### config.mk
export PLATFORM = sky130hd
export DESIGN_NAME = uart_tx_arbiter_flat
export DESIGN_NICKNAME = d
export VERILOG_FILES = /design/src/rtl/uart_tx_arbiter_if.sv /design/src/rtl/uart_tx_arbiter.sv /design/src/flat_wrapper.sv
export SDC_FILE = /design/constraint.sdc
export NUM_CORES = 1
export LEC_CHECK = 0
export CAP_MARGIN = 5
export CORE_UTILIZATION = 40
export CTS_CLUSTER_SIZE = 8
export DETAILED_ROUTE_END_ITERATION = 8
export GPL_TIMING_DRIVEN = 0
export HOLD_SLACK_MARGIN = 0.03
export PLACE_DENSITY = 0.76
export SETUP_SLACK_MARGIN = 0.5
export SYNTH_ARGS = -nofsm -noshare
export SYNTH_HDL_FRONTEND = slang
export SYNTH_SLANG_ARGS = --single-unit
### constraint.sdc
create_clock -name clk -period 2 [get_ports clk]
set_clock_uncertainty 0.1 [all_clocks]
set_input_delay 0.4 -clock clk [delete_from_list [all_inputs] [get_ports clk]]
set_output_delay 0.4 -clock clk [all_outputs]
set_load 0.02 [all_outputs]
### src/rtl/uart_tx_arbiter_if.sv
// ---------------------------------------------------------------------------
// uart_tx_arbiter_if
//
// Bundle of every handshake/data signal between the UART transmit arbiter,
// its NUM_REQ event senders and the shared UART transmitter.
//
//   Requester side (one bit / one byte slice per requester):
//     req, done, send, tx_data            senders -> arbiter
//     grant, block, tx_busy, data_sent    arbiter -> senders
//   UART side:
//     uart_busy, uart_data_sent           UART    -> arbiter
//     uart_tx_data, uart_send             arbiter -> UART
//   Status:
//     hold_timeout                        arbiter -> system
//
// Modports:
//   slave  - the arbiter's view
//   master - the surrounding system's view (senders + UART)
// ---------------------------------------------------------------------------
interface uart_tx_arbiter_if #(
    parameter int NUM_REQ = 4
);
    logic [NUM_REQ-1:0]   req;
    logic [NUM_REQ-1:0]   done;
    logic [NUM_REQ-1:0]   send;
    logic [8*NUM_REQ-1:0] tx_data;

    logic                 uart_busy;
    logic                 uart_data_sent;
    logic [7:0]           uart_tx_data;
    logic                 uart_send;

    logic [NUM_REQ-1:0]   grant;
    logic [NUM_REQ-1:0]   block;
    logic [NUM_REQ-1:0]   tx_busy;
    logic [NUM_REQ-1:0]   data_sent;
    logic                 hold_timeout;

    modport slave (
        input  req, done, send, tx_data, uart_busy, uart_data_sent,
        output uart_tx_data, uart_send, grant, block, tx_busy, data_sent,
               hold_timeout
    );

    modport master (
        output req, done, send, tx_data, uart_busy, uart_data_sent,
        input  uart_tx_data, uart_send, grant, block, tx_busy, data_sent,
               hold_timeout
    );
endinterface

### src/rtl/uart_tx_arbiter.sv
// ---------------------------------------------------------------------------
// uart_tx_arbiter
//
// Shares one UART transmitter among NUM_REQ message senders. A sender that
// wins arbitration owns the UART for a whole multi-byte message, until it
// pulses done, drops req, or exceeds MAX_HOLD cycles. Winners are chosen
// round-robin starting one past the previous owner, so nobody starves.
//
// Ports:
//   clk    - system clock, rising edge
//   reset  - asynchronous, active-high reset
//   bus    - uart_tx_arbiter_if.slave; its NUM_REQ must equal this NUM_REQ
//
// Parameters:
//   NUM_REQ  - number of requesters (2..8)
//   MAX_HOLD - cycles an owner may hold the grant before forced release
//   HOLD_W   - hold counter width, 2**HOLD_W > MAX_HOLD
//
// States:
//   IDLE    - no owner; arbitrate among req
//   GRANTED - owner may forward bytes; watch for release
//   DRAIN   - released, grant kept until the last byte has left the UART
// ---------------------------------------------------------------------------
module uart_tx_arbiter #(
    parameter int NUM_REQ  = 4,
    parameter int MAX_HOLD = 4096,
    parameter int HOLD_W   = 13
) (
    input  logic           clk,
    input  logic           reset,
    uart_tx_arbiter_if.slave bus
);

    localparam int PTR_W = (NUM_REQ > 1) ? $clog2(NUM_REQ) : 1;
    localparam int SUM_W = PTR_W + 1;

    typedef enum logic [1:0] {
        ST_IDLE    = 2'd0,
        ST_GRANTED = 2'd1,
        ST_DRAIN   = 2'd2
    } state_e;

    state_e               state_q,        state_d;
    logic [NUM_REQ-1:0]   grant_q,        grant_d;
    logic [PTR_W-1:0]     rr_ptr_q,       rr_ptr_d;
    logic [HOLD_W-1:0]    hold_cnt_q,     hold_cnt_d;
    logic                 uart_send_q,    uart_send_d;
    logic [7:0]           uart_tx_data_q, uart_tx_data_d;
    logic                 hold_timeout_q, hold_timeout_d;

    // -----------------------------------------------------------------------
    // Current owner decode (grant is one-hot or zero)
    // -----------------------------------------------------------------------
    logic [PTR_W-1:0] owner_idx;
    logic [7:0]       owner_byte;
    logic             owner_send;
    logic             owner_done;
    logic             owner_req;
    logic [PTR_W-1:0] next_ptr;
    logic             hit_limit;

    // NOTE: every variable written in an always_comb gets a default first,
    // so no path leaves it unassigned and no latch is inferred.
    always_comb begin
        owner_idx  = '0;
        owner_byte = '0;
        for (int i = 0; i < NUM_REQ; i++) begin
            if (grant_q[i]) begin
                owner_idx  = PTR_W'(i);
                owner_byte = bus.tx_data[8*i +: 8];
            end
        end
    end

    // Strobes from non-owners are masked out here, in every state.
    assign owner_send = |(grant_q & bus.send);
    assign owner_done = |(grant_q & bus.done);
    assign owner_req  = |(grant_q & bus.req);

    // The releasing owner gets the lowest priority next time.
    assign next_ptr  = (owner_idx == PTR_W'(NUM_REQ - 1)) ? '0
                                                          : owner_idx + PTR_W'(1);
    assign hit_limit = (hold_cnt_q == HOLD_W'(MAX_HOLD - 1));

    // -----------------------------------------------------------------------
    // Round-robin winner: rotate req so rr_ptr sits at bit 0, take the lowest
    // set bit, then add rr_ptr back (mod NUM_REQ).
    // -----------------------------------------------------------------------
    logic [NUM_REQ-1:0] req_rot;
    logic               win_found;
    logic [PTR_W-1:0]   win_off;
    logic [SUM_W-1:0]   win_sum;
    logic [PTR_W-1:0]   win_idx;
    logic [NUM_REQ-1:0] win_onehot;

    always_comb begin
        req_rot   = NUM_REQ'({bus.req, bus.req} >> rr_ptr_q);
        win_found = 1'b0;
        win_off   = '0;
        // Descending scan: the lowest set bit is the last one written.
        for (int j = NUM_REQ - 1; j >= 0; j--) begin
            if (req_rot[j]) begin
                win_found = 1'b1;
                win_off   = PTR_W'(j);
            end
        end

        win_sum = {1'b0, rr_ptr_q} + {1'b0, win_off};
        if (win_sum >= SUM_W'(NUM_REQ)) begin
            win_idx = PTR_W'(win_sum - SUM_W'(NUM_REQ));
        end else begin
            win_idx = PTR_W'(win_sum);
        end

        win_onehot = '0;
        for (int i = 0; i < NUM_REQ; i++) begin
            win_onehot[i] = (win_idx == PTR_W'(i));
        end
    end

    // -----------------------------------------------------------------------
    // Next-state / output logic
    // -----------------------------------------------------------------------
    always_comb begin
        state_d        = state_q;
        grant_d        = grant_q;
        rr_ptr_d       = rr_ptr_q;
        hold_cnt_d     = hold_cnt_q;
        uart_send_d    = 1'b0;
        uart_tx_data_d = uart_tx_data_q;
        hold_timeout_d = 1'b0;

        case (state_q)
            ST_IDLE: begin
                if (win_found) begin
                    grant_d    = win_onehot;
                    hold_cnt_d = '0;
                    state_d    = ST_GRANTED;
                end
            end

            ST_GRANTED: begin
                // Saturate so the counter can never wrap past the limit.
                if (!hit_limit) begin
                    hold_cnt_d = hold_cnt_q + HOLD_W'(1);
                end

                // A byte strobed together with done is still forwarded.
                if (owner_send) begin
                    uart_send_d    = 1'b1;
                    uart_tx_data_d = owner_byte;
                end

                if (owner_done || !owner_req || hit_limit) begin
                    // grant stays up through DRAIN so data_sent reaches the owner.
                    state_d        = ST_DRAIN;
                    hold_timeout_d = hit_limit && !owner_done && owner_req;
                end
            end

            ST_DRAIN: begin
                if (!(bus.uart_busy || uart_send_q)) begin
                    grant_d  = '0;
                    rr_ptr_d = next_ptr;
                    state_d  = ST_IDLE;
                end
            end

            default: begin
                state_d = ST_IDLE;
                grant_d = '0;
            end
        endcase
    end

    // -----------------------------------------------------------------------
    // State registers
    // -----------------------------------------------------------------------
    // NOTE: sequential state uses non-blocking assignments so every flop
    // samples the pre-edge value of every other flop.
    always_ff @(posedge clk or posedge reset) begin
        if (reset) begin
            state_q        <= ST_IDLE;
            grant_q        <= '0;
            rr_ptr_q       <= '0;
            hold_cnt_q     <= '0;
            uart_send_q    <= 1'b0;
            uart_tx_data_q <= '0;
            hold_timeout_q <= 1'b0;
        end else begin
            state_q        <= state_d;
            grant_q        <= grant_d;
            rr_ptr_q       <= rr_ptr_d;
            hold_cnt_q     <= hold_cnt_d;
            uart_send_q    <= uart_send_d;
            uart_tx_data_q <= uart_tx_data_d;
            hold_timeout_q <= hold_timeout_d;
        end
    end

    // -----------------------------------------------------------------------
    // Outputs
    // -----------------------------------------------------------------------
    assign bus.grant        = grant_q;
    assign bus.uart_send    = uart_send_q;
    assign bus.uart_tx_data = uart_tx_data_q;
    assign bus.hold_timeout = hold_timeout_q;

    assign bus.block     = {NUM_REQ{|grant_q}} & ~grant_q;
    // uart_send counts as busy so an owner cannot strobe into a byte that the
    // UART has not yet picked up.
    assign bus.tx_busy   = ~grant_q | {NUM_REQ{bus.uart_busy | uart_send_q}};
    assign bus.data_sent = grant_q & {NUM_REQ{bus.uart_data_sent}};

endmodule

### src/flat_wrapper.sv
// flat-port wrapper written by rule: the top's interface ports become plain ports
module uart_tx_arbiter_flat 
#(
    parameter int NUM_REQ  = 4,
    parameter int MAX_HOLD = 4096,
    parameter int HOLD_W   = 13
)
  (clk, reset, bus_req, bus_done, bus_send, bus_tx_data, bus_uart_busy, bus_uart_data_sent, bus_uart_tx_data, bus_uart_send, bus_grant, bus_block, bus_tx_busy, bus_data_sent, bus_hold_timeout);
  uart_tx_arbiter_if #(.NUM_REQ(NUM_REQ)) bus_i ();
  input  logic clk;
  input  logic reset;
  input wire logic [$bits(bus_i.req)-1:0] bus_req;
  input wire logic [$bits(bus_i.done)-1:0] bus_done;
  input wire logic [$bits(bus_i.send)-1:0] bus_send;
  input wire logic [$bits(bus_i.tx_data)-1:0] bus_tx_data;
  input wire logic [$bits(bus_i.uart_busy)-1:0] bus_uart_busy;
  input wire logic [$bits(bus_i.uart_data_sent)-1:0] bus_uart_data_sent;
  output wire logic [$bits(bus_i.uart_tx_data)-1:0] bus_uart_tx_data;
  output wire logic [$bits(bus_i.uart_send)-1:0] bus_uart_send;
  output wire logic [$bits(bus_i.grant)-1:0] bus_grant;
  output wire logic [$bits(bus_i.block)-1:0] bus_block;
  output wire logic [$bits(bus_i.tx_busy)-1:0] bus_tx_busy;
  output wire logic [$bits(bus_i.data_sent)-1:0] bus_data_sent;
  output wire logic [$bits(bus_i.hold_timeout)-1:0] bus_hold_timeout;
  assign bus_i.req = bus_req;
  assign bus_i.done = bus_done;
  assign bus_i.send = bus_send;
  assign bus_i.tx_data = bus_tx_data;
  assign bus_i.uart_busy = bus_uart_busy;
  assign bus_i.uart_data_sent = bus_uart_data_sent;
  assign bus_uart_tx_data = bus_i.uart_tx_data;
  assign bus_uart_send = bus_i.uart_send;
  assign bus_grant = bus_i.grant;
  assign bus_block = bus_i.block;
  assign bus_tx_busy = bus_i.tx_busy;
  assign bus_data_sent = bus_i.data_sent;
  assign bus_hold_timeout = bus_i.hold_timeout;
  uart_tx_arbiter #(.NUM_REQ(NUM_REQ), .MAX_HOLD(MAX_HOLD), .HOLD_W(HOLD_W)) u_core (.clk(clk), .reset(reset), .bus(bus_i));
endmodule
# == Word-level counts from Yosys, hierarchy flattened ==
# Cells that the tools add are included.
# op_classes
addsub,4
n_eq_ne,11
bitwise_logic,10
n_reduce_logical,19
magnitude_cmp,1
mux,31
shift,1
# op_table
op,n
$mux W8,4
$mux W13,2
$pmux W13 S2,1
$mux W2,11
$and A4 B4 Y4,5
$reduce_or A4 Y1,4
$add A13 B1 Y13 const B,1
$eq A13 B12 Y1 const B,1
$pmux W4 S3,1
$mux W1,9
$reduce_and A3 Y1,3
$eq A2 B2 Y1 const B,4
$mux W4,2
$shr A8 B2 Y4,1
$pmux W2 S3,1
$eq A2 B1 Y1 const B,2
$logic_not A2 Y1,2
$ne A2 B1 Y1 const B,2
$ne A2 B2 Y1 const B,2
$not A4 Y4,1
$or A4 B4 Y4,1
$reduce_and A2 Y1,2
$add A2 B2 Y3,1
$ge A3 B3 Y1 const B,1
8 further kinds,13
# totals
elab_cells,84
regBits,31
input_bits,48
output_inout_bits,26

# == Logic depth before layout (Yosys ltp) ==
# depth
word_depth,11
ltp_mapped,9
mapped_depth_nobuf,9

# == Worst setup path after synthesis ==
# Ideal clock, no wire load.
# synth_path
path_type,input to register
from,input bus_req[2]
to,register u_core.grant_q[3] (netlist: u_core.bus.grant[3])
t_required_ns,1.778
setup_time_ns,0.122
n_path_buf,1
slack_ns,-0.029
arrival_ns,1.808
cell_stages,8
cell_sequence,buf_2 -> o311ai_0 -> o21ai_0 -> o221ai_1 -> ha_1 -> xor2_1 -> xor2_1 -> a32o_1
# synth_via
elab_chain_len,11
word_cells_on_any_way,18
cone_classes,2 x add/sub; 1 x order compare; 2 x eq/ne; 1 x shift; 11 x mux; 1 x reduce/logical
# synth_rtl
item,line,text
from (decl),flat_wrapper.sv:12,input wire logic [$bits(bus_i.req)-1:0] bus_req;
$shr A8 B2 Y4 (*),uart_tx_arbiter.sv:97,"req_rot = NUM_REQ'({bus.req, bus.req} >> rr_ptr_q);"
$mux W2 (4 in a row),uart_tx_arbiter.sv:102,if (req_rot[j]) begin
$add A2 B2 Y3,uart_tx_arbiter.sv:108,"win_sum = {1'b0, rr_ptr_q} + {1'b0, win_off};"
$ge A3 B3 Y1 / $sub A2 B1 Y2 (equally long branches),"uart_tx_arbiter.sv:109, uart_tx_arbiter.sv:110",
$mux W2,uart_tx_arbiter.sv:109,if (win_sum >= SUM_W'(NUM_REQ)) begin
$eq A2 B2 Y1,uart_tx_arbiter.sv:117,win_onehot[i] = (win_idx == PTR_W'(i));
$mux W4,uart_tx_arbiter.sv:135,if (win_found) begin
$pmux W4 S3,uart_tx_arbiter.sv:133,case (state_q)
to (signal assigned),uart_tx_arbiter.sv:192,grant_q <= grant_d;
to (decl),uart_tx_arbiter.sv:44,"logic [NUM_REQ-1:0] grant_q, grant_d;"
# Mark *: on every way between the ends. The rest lies on a longest branch, timed or not. The select of a mux whose other input is x is not followed.
# A chain may end at the register's enable or synchronous reset.

# == Final worst setup path ==
# layout_path
from,register u_core.rr_ptr_q[0]
to,register u_core.grant_q[1] (netlist: u_core.bus.grant[1])
# layout_via
elab_chain_len,11
word_cells_on_any_way,18
cone_classes,2 x add/sub; 1 x order compare; 2 x eq/ne; 1 x shift; 11 x mux; 1 x reduce/logical
# layout_rtl
item,line,text
from (decl),uart_tx_arbiter.sv:45,"logic [PTR_W-1:0] rr_ptr_q, rr_ptr_d;"
from (signal assigned),uart_tx_arbiter.sv:193,rr_ptr_q <= rr_ptr_d;
$shr A8 B2 Y4,uart_tx_arbiter.sv:97,
$mux W2 (4 in a row),uart_tx_arbiter.sv:102,
$add A2 B2 Y3,uart_tx_arbiter.sv:108,
$ge A3 B3 Y1 / $sub A2 B1 Y2 (equally long branches),"uart_tx_arbiter.sv:109, uart_tx_arbiter.sv:110",
$mux W2,uart_tx_arbiter.sv:109,
$eq A2 B1 Y1,uart_tx_arbiter.sv:117,
$mux W4,uart_tx_arbiter.sv:135,
$pmux W4 S3,uart_tx_arbiter.sv:133,
# Several ways; a longest one is shown, not always the timed one. The select of a mux whose other input is x is not followed.

==> reports/results.md <==
| Metric | This run | Unit |
|:---|:---|:---|
| Portion of netlist area occupied by mux cells | 0.01139 | - |
| GP Congestion | 0.8323 | - |
| Clock tree from TritonCTS | built | - |
| Proportion of netlist area held by the largest area contributor | 0.3922 | - |
| Fraction of final layout cells sized beyond drive strength 1 | 0.5123 | - |
| Clock period minus worst slack | 2060 | ps |
| Net Count, Synth | 283 | - |
| Part of the cycle the worst path needs | 1.030 | - |
| Clock latency of the later-clocked register in the worst-skew pair | 290 | ps |
| Number of synthesized register bits | 31 | - |
| FFs w/ async S/R, synth | 1.000 | - |
| Main synth FF type | dfrtp_1 | - |
| Worst R2R Setup Slack | -60 | ps |
| Cell taking the most area after synthesis | dfrtp_1 | - |
| Routed wire length per instance | 22.76 | um |
| Pins Over Slew Limit | 0 | - |
| Mapped Cells | 233 | - |
| Number of antenna violations at the first check in global routing | 0 | - |
| Class of the worst hold path | in2async | - |
| Worst supply voltage drop on vdd | 0.7793 | mV |
| RSZ-0062 raised after global routing | true | - |
| Aggregate global-route resource usage | 0.3150 | - |
| Setup crit end | u_core.bus.grant[1] | - |
| Internal power summed over all cells | 2.777 | mW |
| Final design area excluding fillers | 4016 | um2 |
| Post-detailed-routing wire length | 9876 | um |
| Endpoint arrival time on the critical path | 2140 | ps |
| FP Rows | 25 | - |
| Syn. warnings | 0 | - |
| Worst endpoint required time | 2080 | ps |
| Actual slew at the worst max-slew pin | 677.0 | ps |
| Beginning of the worst register-to-register path | u_core.rr_ptr_q[0] | - |
| Net switching share of the total power | 0.4429 | - |
| Number of optimization iterations in the first detailed-route pass | 5 | - |
| Post-route insts no fill | 434 | - |
| Worst Setup Slack, final | -59.58 | ps |
| Sequential Power Share | 0.194 | - |
| Max Root-Sink Buffers | 2 | - |
| I/O Pins | 74 | - |
| Syn Std Cell Area | 1978 | um2 |
| Number of distinct library cells after synthesis | 49 | - |
| Leakage power total | 1.689 | nW |
| Setup crit start kind | flop | - |
| CTS buffer count | 5 | - |
| Die Span Y | 72.33 | um |
| Clock slew at reported path FFs | 70 | ps |
| Layout Nets | 416 | - |
| Critical Path Start | u_core.rr_ptr_q[0] | - |
| Clock sink count | 31 | - |
| Ant. Diodes | 0 | - |
| Initial DRC Count | 210 | - |
| Largest net degree at the start of global routing | 32 | - |
| Classification of the worst setup path | reg2reg | - |
| Max Fanout on Critical Path | 7 | - |
| Final hold violation count | 0 | - |
| EDFF count, synth | 0 | - |
| Via total after detailed routing | 2,640 | - |
| Max-cap viol count | 0 | - |
| Main area contributors after synthesis | dfrtp_1 (39%), nor2_1 (6.6%), a21oi_1 (5.6%), a221oi_1 (3.5%), nor3_1 (3.5%) | - |
| Via count normalized by instance count | 6.083 | - |
| Failing checks | setup timing | - |
| H-tree level count | 2 | - |
| Via count of the first global-routing pass | 2,521 | - |
| CTS Root Buffer Type | clkbuf_8 | - |
| Combinational family with the most area after synthesis | simple AND/OR/NAND/NOR gates | - |
| Horizontal die dimension | 72.33 | um |
| Detailed placer's ending HPWL | 4386 | um |
| Remaining DRCs | 0 | - |
| Setup-failing EPs final | 3 | - |
| XOR/XNOR share of the synthesized area | 0.02657 | - |
| Endpoint of the lowest-slack register-to-register path | u_core.bus.grant[1] | - |
| Area fraction in compound gates after synthesis | 0.2473 | - |
| Power Dens Cells | 1241 | nW/um2 |
| Net switching power of the design | 2.208 | mW |
| Instance count after placement with tap cells included | 371 | - |
| Sequential share of the synthesized area | 0.3922 | - |
| Placed Instance Area | 2873 | um2 |
| Worst r2r path cells | 7 | - |
| Wire length of the first global-routing pass | 12,270 | um |
| Most frequent cells in the layout | clkdlybuf4s50_1 (41), buf_4 (36), buf_6 (35) | - |
| Result of the run | complete, but fails checks | - |
| Mean Syn Cell Area | 8.490 | um2 |
| Clock share of power | 0.130 | - |
| Relative contribution of combinational cells to total power | 0.676 | - |
| Type of element capturing the critical path | flop | - |
| Number of input and output port buffers inserted | 71 | - |
| Final antenna-violating net count | 0 | - |
| Area growth syn-to-layout | 103.0 | % |
| Max-slew headroom | 0.5477 | - |
| Post-synthesis simple-gate area fraction | 0.2587 | - |
| Most frequent standard cell in the layout excluding fill and tap cells | clkdlybuf4s50_1 | - |
| Final-layout worst hold slack | 464.2 | ps |
| Floorplan Core Area | 4755 | um2 |
| Achievable clock frequency | 485.5 | MHz |
| Overflow left after global routing | 0 | - |
| Starting utilization of the core area | 0.4161 | - |
| Adder-cell area share of the yosys netlist | 0.01265 | - |
| Die outline area | 5231 | um2 |
-- power groups by stage --
stage / combinational [mW] / clock, mW / sequential (mW)
after detailed placement: 2.02 / 0 / 0.966
after floorplan: 1.17 / 0 / 1.07
after global routing: 3.52 / 0.678 / 0.972
after CTS: 2.75 / 0.651 / 0.927
final: 3.37 / 0.648 / 0.968
after global placement: 1.98 / 0 / 0.954
-- cell usage after synthesis (2+ instances only) --
cell,number
a21oi_1,22
a21oi_2,3
a221oi_1,8
a22o_1,2
a22oi_1,5
a32o_1,2
and2_1,5
buf_1,2
buf_2,6
clkbuf_1,7
dfrtp_1,31
ha_1,2
inv_1,5
mux2_2,2
nand2_1,15
nand2b_1,3
nand3_1,7
nand4_1,4
nor2_1,35
nor2b_1,4
nor3_1,14
o211ai_1,3
o21ai_0,9
o31ai_1,3
or3_1,3
or3_2,2
or4_1,3
xor2_1,5
-- worst max-delay path, cell delays in order (launching register included) --
cell      delay (ps)
dfrtp_1          410
buf_6            150
buf_4            150
mux2_2           260
nand4b_1         120
o211ai_1         240
xnor2_2          230
a32o_2           280
-- layout make-up --
class | count | area, um2
Buffer | 16 | 207.7
Clock buffer | 6 | 82.58
Clock inverter | 2 | 35.03
Fill cell | 227 | 738.2
Inverter | 7 | 42.54
Multi-Input combinational cell | 179 | 1572
Sequential cell | 31 | 780.7
Tap cell | 67 | 83.83
Timing Repair Buffer | 125 | 1196
Timing Repair inverter | 1 | 16.27
-- sequential cells by signal, indices dropped and copies added, names as in the netlist --
register and cells:
u_core.bus.uart_tx_data 8, u_core.bus.grant 4, u_core.bus.uart_send 1, u_core.bus.hold_timeout 1
u_core.rr_ptr_q 2, u_core.hold_cnt_q 13, u_core.state_q 2
-- routing by layer --
| layer | part of all wire | GRT usage | vias to the layer above |
|---|---|---|---|
| li1 | - | - | 1114 |
| met1 | 0.36 | 0.3274 | 1298 |
| met2 | 0.50 | 0.5805 | 167 |
| met3 | 0.089 | 0.08889 | 61 |
| met4 | 0.054 | 0.1503 | 0 |
| met5 | 0 | 0 | - |
-- worst min path at each step --
stage / start / end / slack, ps / cells after the start
finish: reset / u_core.bus.uart_tx_data[4] / 460 / 2
global route: u_core.hold_cnt_q[11] / u_core.hold_cnt_q[11] / 490 / 2
CTS: u_core.bus.uart_tx_data[1] / u_core.bus.uart_tx_data[1] / 430 / 2
detailed placement: u_core.bus.uart_tx_data[1] / u_core.bus.uart_tx_data[1] / 420 / 2
global placement: u_core.bus.uart_tx_data[4] / u_core.bus.uart_tx_data[4] / 410 / 2
floorplan: reset / u_core.bus.grant[1] / 400 / 1
-- logic make-up after synthesis --
family | after synthesis
adders and majority gates | 2
buffers and inverters | 23
DFF | 31
AOI/OAI and AO/OA | 68
muxes | 2
xor gates and xnor gates | 6
and+or+nand+nor | 101
-- metrics by stage --
step | utilization | setup slack [ps] | TNS, ps | power [mW]
3_3_place_gp | 0.6042 | -618.1 | -7363 | 2.938
6_report | 0.8447 | -59.58 | -118.5 | 4.985
3_5_place_dp | 0.6042 | -722.7 | -8546 | 2.990
5_1_grt | 0.8447 | -119.9 | -350.0 | 5.171
4_1_cts | 0.7716 | -18.84 | -18.84 | 4.329
2_1_floorplan | - | 150.7 | 0 | 2.241
-- timing repair --
action / CTS / global route
gates resized for setup: 212 / 54
endpoints found under the setup margin: 87 / 49
pin swaps: 48 / 36
hold buffers: 0 / 0
buffers inserted: 32 / 21
gates cloned: 1 / 1
Power figures use the tool's default switching activity.
